[config.mk]
export PLATFORM = sky130hd
export DESIGN_NAME = controlador_atributos_param
export DESIGN_NICKNAME = d
export VERILOG_FILES = /design/src/rtl/controlador_atributos_param.sv
export SDC_FILE = /design/constraint.sdc
export NUM_CORES = 1
export LEC_CHECK = 0
export CAP_MARGIN = 10
export CORE_MARGIN = 2
export CORE_UTILIZATION = 40
export CTS_CLUSTER_SIZE = 8
export DETAILED_ROUTE_END_ITERATION = 10
export GPL_TIMING_DRIVEN = 0
export PLACE_DENSITY_LB_ADDON = 0.12
export SLEW_MARGIN = 20
export SYNTH_ARGS = -nofsm -noshare
export SYNTH_HDL_FRONTEND = slang
export SYNTH_SLANG_ARGS = --single-unit
[constraint.sdc]
create_clock -name clk -period 2.1 [get_ports clk]
set_input_delay 0.42 -clock clk [delete_from_list [all_inputs] [get_ports clk]]
set_output_delay 0.42 -clock clk [all_outputs]
set_load 0.005 [all_outputs]
[src/rtl/controlador_atributos_param.sv]
// rtl/controlador_atributos_param.sv - prescaled saturating pet attribute counters with alerts, death and revive
module controlador_atributos_param #(
  parameter int NUM_ATRIB     = 3,
  parameter int W             = 8,
  parameter int MAX_VALOR     = 100,
  parameter int VEL_SUBIDA    = 7,
  parameter int VEL_DESCIDA   = 1,
  parameter int DIVISOR       = 256,
  parameter int LIMIAR_ALERTA = 25,
  parameter int LIMIAR_MORTE  = 10,
  parameter logic [NUM_ATRIB*W-1:0] INICIAIS = 24'h324650
) (
  input  logic                   clk,
  input  logic                   reset,
  input  logic [NUM_ATRIB-1:0]   estado,
  input  logic                   reiniciar,
  output logic [NUM_ATRIB*W-1:0] atributos,
  output logic [NUM_ATRIB-1:0]   alerta,
  output logic                   tick,
  output logic                   erro,
  output logic                   morreu
);

  localparam int PW = $clog2(DIVISOR);
  localparam logic [PW-1:0] PRESC_FIM = PW'(DIVISOR - 1);

  // Arithmetic constants sized to W+1 bits so rise/fall never wrap.
  localparam logic [W:0] MAX_W1    = (W+1)'(MAX_VALOR);
  localparam logic [W:0] SUB_W1    = (W+1)'(VEL_SUBIDA);
  localparam logic [W:0] LIM_SUB   = (W+1)'(MAX_VALOR - VEL_SUBIDA);
  localparam logic [W:0] DESC_W1   = (W+1)'(VEL_DESCIDA);
  localparam logic [W:0] ALERTA_W1 = (W+1)'(LIMIAR_ALERTA);
  localparam logic [W:0] MORTE_W1  = (W+1)'(LIMIAR_MORTE);

  logic [PW-1:0]          presc;
  logic                   fim;
  logic                   multiplo;
  logic [NUM_ATRIB*W-1:0] prox_pack;
  logic [NUM_ATRIB-1:0]   critico;

  assign fim      = (presc == PRESC_FIM);
  // More than one activity bit: x & (x-1) clears only the lowest set bit.
  assign multiplo = |(estado & (estado - 1'b1));

  for (genvar i = 0; i < NUM_ATRIB; i++) begin : g_atrib
    logic [W:0] atual;
    logic [W:0] sobe;
    logic [W:0] desce;
    logic [W:0] prox;

    assign atual = {1'b0, atributos[i*W +: W]};
    assign sobe  = (atual > LIM_SUB) ? MAX_W1 : atual + SUB_W1;
    assign desce = (atual < DESC_W1) ? '0 : atual - DESC_W1;
    assign prox  = (estado[i] && !multiplo) ? sobe : desce;

    assign prox_pack[i*W +: W] = prox[W-1:0];
    assign critico[i]          = (prox <= MORTE_W1);
    assign alerta[i]           = (atual <= ALERTA_W1);
  end

  always_ff @(posedge clk or posedge reset) begin
    if (reset) begin
      presc     <= '0;
      atributos <= INICIAIS;
      tick      <= 1'b0;
      erro      <= 1'b0;
      morreu    <= 1'b0;
    end else if (reiniciar) begin
      presc     <= '0;
      atributos <= INICIAIS;
      tick      <= 1'b0;
      erro      <= 1'b0;
      morreu    <= 1'b0;
    end else begin
      presc <= fim ? '0 : presc + 1'b1;
      tick  <= fim;
      // A dead pet keeps its last attributes and error until revived.
      if (fim && !morreu) begin
        atributos <= prox_pack;
        erro      <= multiplo;
        morreu    <= |critico;
      end
    end
  end

endmodule

==> metrics.md, run 1 <==
| Metric | Value |
|---|---|
| Worst skew pair latency | 0.30 ns |
| Routed Antenna Nets | 0 |
| Leakage | 1.42 nW |
| Syn Inst Count | 302 |
| Mapped Area | 2550 um^2 |
| Fin crit share | 99.9% |
| Setup violations, final | 0 |
| Status | complete, no violations |
| Fillcell total | 587 |
| Clk_skew | 0.0117 ns |
| H-tree depth | 2 |
| Initial Util | 40.7% |
| Multi-input gate area | 1780 um^2 |
| CTS buffer count | 5 |
| Register Area | 892 um^2 |
| Area growth syn-to-layout | 39.5% |
| Seq cells post-synth | 35 |
| Max_cap viols | 0 |
| Port bufs | 35 |
| Final net count | 379 |
| Syn. warnings | 0 |
| Die width | 83.9 um |
| Worst R2R Path Depth | 7 |
| Critical path endpoint category | register |
| CP arrival | 2.27 ns |
| Worst hold path class | in2async |
| Max Slew Vio Count | 0 |
| Min Tclk post-route | 2.10 ns |
| Antenna violations before repair | 0 |
| Worst-path clk slew | 0.08 ns |
| Pin count of the biggest net entering global routing | 26 |
| Register area share after synthesis | 34.7% |
| Ant diodes | 0 |
| Wire per inst | 16.8 um |
| Root buffer cell | clkbuf_8 |
| Detailed Route WL | 7.44 mm |
| Main synth FF type | dfrtp_1 |
| CTS tree | yes |
| I/O pin count | 36 |
| Crit Path Class | reg2reg |
| Placed cells | 415 |
| Remaining DRCs | 0 |
| Pre-CTS setup slack | -0.564 ns |
| First-pass iteration count of the detailed router | 4 |
| RSZ-0062 raised after global routing | yes |
| Post-synth EDFFs | 0 |
| Cell Chain, Critical Path | buf_4, or3_4, xnor2_1, mux2i_1, nand4_1, a41oi_2, o211ai_1 |
| Asr flop ratio synth | 100% |
| Startpoint Class | register |
| Die Y | 83.9 um |
| Largest stage delay, worst path | 0.43 ns |
| Routability cong. | 0.894 |
| Vias | 2627 |
| DR vias/cell | 5.92 |
| Final Hold Viols | 0 |
| Core outline area | 6280 um^2 |
| Required arrival time at the worst endpoint | 2.27 ns |
| Die area | 7040 um^2 |
| Maximum vdd drop | 0.247 mV |
| Final WS setup | 0.00162 ns |
| Yosys cell types | 65 |
| Congestion Overflow GR | 0 |
| Clock Sinks | 35 |
| Row cnt | 29 |
| Total GRT Usage | 20.9% |
| Max Freq | 477 MHz |
| Post-Layout Cell Count | 444 |
| Setup TNS | 0 ns |
| Power Density | 399 nW/um^2 |
| Share of layout cells above drive strength 1 | 28.6% |
| Clock buffer depth | 2 |
| Vias in the first global route | 2422 |
| Post-Syn Nets | 315 |
| CP max stage cell | dfrtp_2 |
| Worst Max-Slew Pin Slew | 0.553 ns |
| DR iter-0 viols | 231 |
| First-pass GRT wire length | 12.0 mm |
| Syn avg cell area | 8.46 um^2 |
| Crit Path Max Fanout | 5 |
| Reg2reg setup slack | 0.002 ns |
| HPWL Detailed | 4.85 mm |
| Relative slew slack | 63.1% |
==> critical path, delay by kind of cell (launching register included) <==
kind	cells	cell delay, ns
multiplexers	1	0.27
buffers and inverters	1	0.16
flip-flops	1	0.43
AND/OR/NAND/NOR	2	0.57
AO/OA/AOI/OAI	2	0.34
XOR/XNOR	1	0.19
==> kinds of logic after synthesis <==
family                   share of synthesized area, %
AND/OR/NAND/NOR                                  27.2
multiplexers                                    0.784
buffers and inverters                            4.90
XOR/XNOR                                         3.77
adder cells (fa/ha/maj)                          3.82
flip-flops                                       34.7
AO/OA/AOI/OAI                                    24.8
==> cell usage after synthesis (all sizes together) (3+ instances only) <==
| cell | instances | area, um^2 |
|---|---|---|
| buf | 10 | 50.1 |
| o311a | 3 | 30.0 |
| nor4 | 4 | 31.3 |
| clkbuf | 7 | 26.3 |
| ha | 7 | 87.6 |
| xnor2 | 8 | 70.1 |
| o41ai | 3 | 33.8 |
| o22ai | 3 | 18.8 |
| and3 | 4 | 25.0 |
| or3 | 16 | 110 |
| and2 | 4 | 25.0 |
| nand3 | 10 | 55.1 |
| o21ai | 20 | 100 |
| o211ai | 6 | 45.0 |
| nand2 | 19 | 71.3 |
| nor2b | 3 | 18.8 |
| nand2b | 4 | 25.0 |
| a22oi | 3 | 22.5 |
| nand4 | 6 | 37.5 |
| nor3 | 13 | 70.1 |
| inv | 13 | 48.8 |
| nor3b | 3 | 32.5 |
| a21oi | 18 | 90.1 |
| a22o | 4 | 35.0 |
| or3b | 3 | 26.3 |
| dfstp | 8 | 210 |
| dfrtp | 27 | 676 |
| nor2 | 31 | 119 |
| xor2 | 3 | 26.3 |
| a211o | 3 | 26.3 |
==> routing by layer <==
layer,vias to the layer above,global-route usage (%),part of all wire (%)
li1,1264,-,-
met1,1282,29.5,46
met2,75,33.3,49
met3,6,3.07,4.7
met4,0,5.72,0.87
met5,-,0,0
==> sequential cells by signal, indices dropped and copies added, names as in the netlist <==
| register | count |
|---|---|
| atributos | 24 |
| presc | 8 |
| erro | 1 |
| morreu | 1 |
| tick | 1 |
==> layout by cell type, fill, tap and decap left out, types with 5 or more instances in the layout <==
| cell | n |
|---|---|
| clkdlybuf4s50_1 | 29 |
| nor2_1 | 28 |
| buf_4 | 23 |
| dfrtp_1 | 22 |
| a21oi_1 | 17 |
| nand2_1 | 16 |
| o21ai_0 | 16 |
| nor3_1 | 11 |
| or3_1 | 10 |
| xnor2_1 | 8 |
| nand3_1 | 8 |
| dfstp_2 | 8 |
| inv_1 | 7 |
| buf_2 | 6 |
| or3_4 | 6 |
| o211ai_1 | 6 |
| nand4_1 | 6 |
| clkbuf_1 | 5 |
| inv_2 | 5 |
| dfrtp_2 | 5 |
| clkbuf_8 | 5 |
==> report_power, final <==
part | switching [W] | internal (W) | total [W]
logic | 0.0000688 | 0.0000448 | 0.000114
clock network | 0.000273 | 0.000354 | 0.000626
registers | 0.00000474 | 0.000679 | 0.000684
==> what timing repair did <==
item | CTS | global route
resized for setup | 39 | 35
endpoints found under the setup margin | 20 | 22
pin swaps | 1 | 13
cloned | 0 | 1
buffers inserted | 14 | 8
hold buffers | 0 | 0
==> area by class of cell <==
type	count	share of cell area, %
multi-input combinational	237	50.1
sequential	35	25.0
timing repair buffer	59	14.9
buffer	15	2.70
tap	77	2.70
clock buffer	5	1.93
inverter	13	1.44
clock inverter	3	1.23
==> path summary, 6_finish.rpt <==
check,startpoint,endpoint
min in group clk,erro$_DFFE_PP0P_,erro$_DFFE_PP0P_
max in group asynchronous,reset,atributos[6]$_DFFE_PP1P_
worst max-delay path,atributos[8]$_DFFE_PP0P_,morreu$_DFFE_PP0P_
worst min register to register,erro$_DFFE_PP0P_,erro$_DFFE_PP0P_
worst max register to register,atributos[8]$_DFFE_PP0P_,morreu$_DFFE_PP0P_
worst min-delay path,reset,atributos[11]$_DFFE_PP0P_
==> per-stage QoR <==
step	power [W]	hold slack, ns	instance area, um^2	util (%)
floorplan	0.000749	0.453	2550	-
global placement	0.000784	0.476	3000	47.8
detailed placement	0.000790	0.486	3020	48.1
CTS	0.00144	0.373	3360	53.6
global route	0.00149	0.386	3560	56.8
finish	0.00142	0.368	3560	56.8
Note: power is estimated with default switching activity, not from simulation.
==> inputs of run 2 (changes only) <==
--- a/config.mk
+++ b/config.mk
@@ -12,6 +12,7 @@
 export DETAILED_ROUTE_END_ITERATION = 10
 export GPL_TIMING_DRIVEN = 0
 export PLACE_DENSITY_LB_ADDON = 0.12
+export RECOVER_POWER = 100
 export SLEW_MARGIN = 20
 export SYNTH_ARGS = -nofsm -noshare
 export SYNTH_HDL_FRONTEND = slang
==> run 2 against run 1 <==
The run now ends with setup timing left; sequential power about the same; non-clock buffer count unchanged; critical path depth stayed put; clock skew is 0.00088 ns lower; register-to-register slack is essentially flat; first-iteration DRC count decreased by 25%; maximum frequency down 0.24%; design area decreased by 0.84%; largest power group unchanged; highest routed layer unchanged.
==> metrics.md, run 2 (same netlist as run 1, synthesis figures left out) <==
| Metric | Value |
|---|---|
| Final WS setup | -0.00338 ns (-0.00500 ns) |
| Clock buffer depth | 2 (unchanged) |
| Fillcell total | 589 (+0.34%) |
| First-pass GRT wire length | 12.0 mm (unchanged) |
| Dpl cell area | 3020 um^2 (unchanged) |
| Commonest cells after routing, fill and taps aside | nor2_1 (29), dfrtp_1 (22), buf_4 (19) |
| Max Slew Vio Count | 0 (unchanged) |
| Largest register by flop count | atributos |
| Max Freq | 475 MHz (-0.24%) |
| Clk_skew | 0.0108 ns (-0.000883 ns) |
| Max reg flops | 24 (unchanged) |
| Worst Max-Slew Pin Slew | 0.669 ns (+0.115 ns) |
| Combinational share of power | 7.7% (-0.3 points) |
| Vias | 2615 (-0.46%) |
| Congestion Overflow GR | 0 (unchanged) |
| I/O pin count | 36 (unchanged) |
| Antenna violations before repair | 0 (unchanged) |
| H-tree depth | 2 (unchanged) |
| Initial Util | 40.7% (unchanged) |
| RSZ-0062 raised after global routing | yes |
| Sw Pwr | 0.000346 W (about the same) |
| Die area | 7040 um^2 (unchanged) |
| Failing checks | setup timing |
| Remaining DRCs | 0 (unchanged) |
| Critical path endpoint category | register |
| Worst hold path class | reg2reg |
| Power Density | 401 nW/um^2 (+0.49%) |
| CP arrival | 2.27 ns (about the same) |
| Status | complete, but fails checks |
| Die width | 83.9 um (unchanged) |
| Post-route cell area | 3530 um^2 (-0.84%) |
| Detailed Route WL | 7.49 mm (+0.69%) |
| Share of layout cells above drive strength 1 | 26.7% (-1.9 points) |
| Relative slew slack | 55.4% (-7.7 points) |
| Reg power frac | 48.2% (+0.2 points) |
| Max_cap viols | 0 (unchanged) |
| Sw Share | 24.4% (+0.066 points) |
| Worst skew pair latency | 0.29 ns (about the same) |
| HPWL Detailed | 4.85 mm (unchanged) |
| Core outline area | 6280 um^2 (unchanged) |
| Routability cong. | 0.894 (unchanged) |
| Final Hold Viols | 0 (unchanged) |
| Crit Path Max Fanout | 5 (unchanged) |
| First-pass iteration count of the detailed router | 4 (unchanged) |
| Register Area | 892 um^2 (unchanged) |
| CTS buffer count | 5 (unchanged) |
| Clock Sinks | 35 (unchanged) |
| Crit Path Class | reg2reg |
| Int Power | 0.00107 W (-0.44%) |
| Die Y | 83.9 um (unchanged) |
| Final net count | 379 (unchanged) |
| Fin crit share | 100% (+0.24 points) |
| Hold-fix buffers, CTS | 0 (unchanged) |
| Root buffer cell | clkbuf_8 |
| Worst-path clk slew | 0.08 ns (about the same) |
| Wire per inst | 16.9 um (+0.69%) |
| Startpoint Class | register |
| Required arrival time at the worst endpoint | 2.27 ns (about the same) |
| Leakage | 1.45 nW (+2.2%) |
| Largest registers | atributos: 24 flops, presc: 8 flops |
| Min Tclk post-route | 2.10 ns (+0.00500 ns) |
| Area growth syn-to-layout | 38.3% |
| Maximum vdd drop | 0.247 mV (about the same) |
| Total GRT Usage | 20.9% (unchanged) |
| Vias in the first global route | 2422 (unchanged) |
| Port bufs | 35 (unchanged) |
| DR vias/cell | 5.89 (-0.46%) |
| Multi-input gate area | 1780 um^2 (-0.28%) |
| Routed Antenna Nets | 0 (unchanged) |
| DR iter-0 viols | 174 (-25%) |
| Setup violations, final | 1 (+1) |
| CTS tree | yes |
| Most common cell after layout, fill and taps aside | nor2_1 |
| Ant diodes | 0 (unchanged) |
| Row cnt | 29 (unchanged) |
| Clock Power Share | 44.2% (+0.2 points) |
| Post-layout util | 56.3% (-0.48 points) |
| Pin count of the biggest net entering global routing | 26 (unchanged) |
[run 2: cell types whose count changed in the layout (fill, tap and decap cells not counted), sizes merged]
cell and change:
clkdlybuf4s50 -15, clkbuf +6, buf -6, dlygate4sd3 +15
[run 2: final timing paths]
| check | start | endpoint | slack (ns) | cells after the start |
|---|---|---|---|---|
| max | atributos[8]$_DFFE_PP0P_ | morreu$_DFFE_PP0P_ | -0.003 | 7 |
| min | erro$_DFFE_PP0P_ | erro$_DFFE_PP0P_ | 0.54 | 1 |
| max reg2reg | atributos[8]$_DFFE_PP0P_ | morreu$_DFFE_PP0P_ | -0.003 | 7 |
| min reg2reg | erro$_DFFE_PP0P_ | erro$_DFFE_PP0P_ | 0.54 | 1 |
| max in group asynchronous | reset | atributos[16]$_DFFE_PP0P_ | 0.51 | 3 |
| min in group asynchronous | reset | atributos[11]$_DFFE_PP0P_ | 0.55 | 2 |
[run 2: cell type report]
cell class / count / area share [%]
multi-input combinational: 237 / 50.4
sequential: 35 / 25.2
timing repair buffer: 59 / 14.3
buffer: 15 / 2.73
tap: 77 / 2.73
clock buffer: 5 / 1.95
inverter: 13 / 1.45
clock inverter: 3 / 1.24
[run 2: routing by layer]
metal	track usage (%)	share of wire [%]	up-vias
met5	0	0	-
met3	3.07	4.0	6
met4	5.72	0.81	0
li1	-	-	1268
met1	29.5	47	1280
met2	33.3	49	61
[run 2: repair_timing]
item                       in CTS  in global routing
setup endpoints to repair      20                 22
cloned                          0                  1
pin swaps                       1                 13
gates resized for setup        39                 35
setup buffers                  14                  8
[run 2: metrics by stage]
step | instances | total power, W | hold WS [ns] | setup TNS, ns | setup WS, ns
after detailed placement | 415 | 0.000790 | 0.486 | -5.39 | -0.564
after global routing | 444 | 0.00148 | 0.580 | -0.200 | -0.0637
after floorplan | 302 | 0.000749 | 0.453 | 0 | 0.117
after global placement | 414 | 0.000784 | 0.476 | -5.45 | -0.558
after CTS | 436 | 0.00144 | 0.373 | -0.00791 | -0.00791
final | 444 | 0.00142 | 0.538 | -0.00338 | -0.00338
[run 2: critical path, cell delays in order, from the launching register on]
cell	delay [ns]
dfrtp_2	0.43
buf_4	0.16
or3_4	0.42
xnor2_1	0.19
mux2i_1	0.27
nand4_1	0.16
a41oi_2	0.23
o211ai_1	0.11
[run 2: power by group through the flow]
stage	clock (W)	sequential [W]	combinational, W
2_1_floorplan	0	0.000695	0.0000538
3_3_place_gp	0	0.000696	0.0000880
3_5_place_dp	0	0.000696	0.0000939
4_1_cts	0.000647	0.000683	0.000107
5_1_grt	0.000677	0.000684	0.000119
6_report	0.000626	0.000683	0.000109
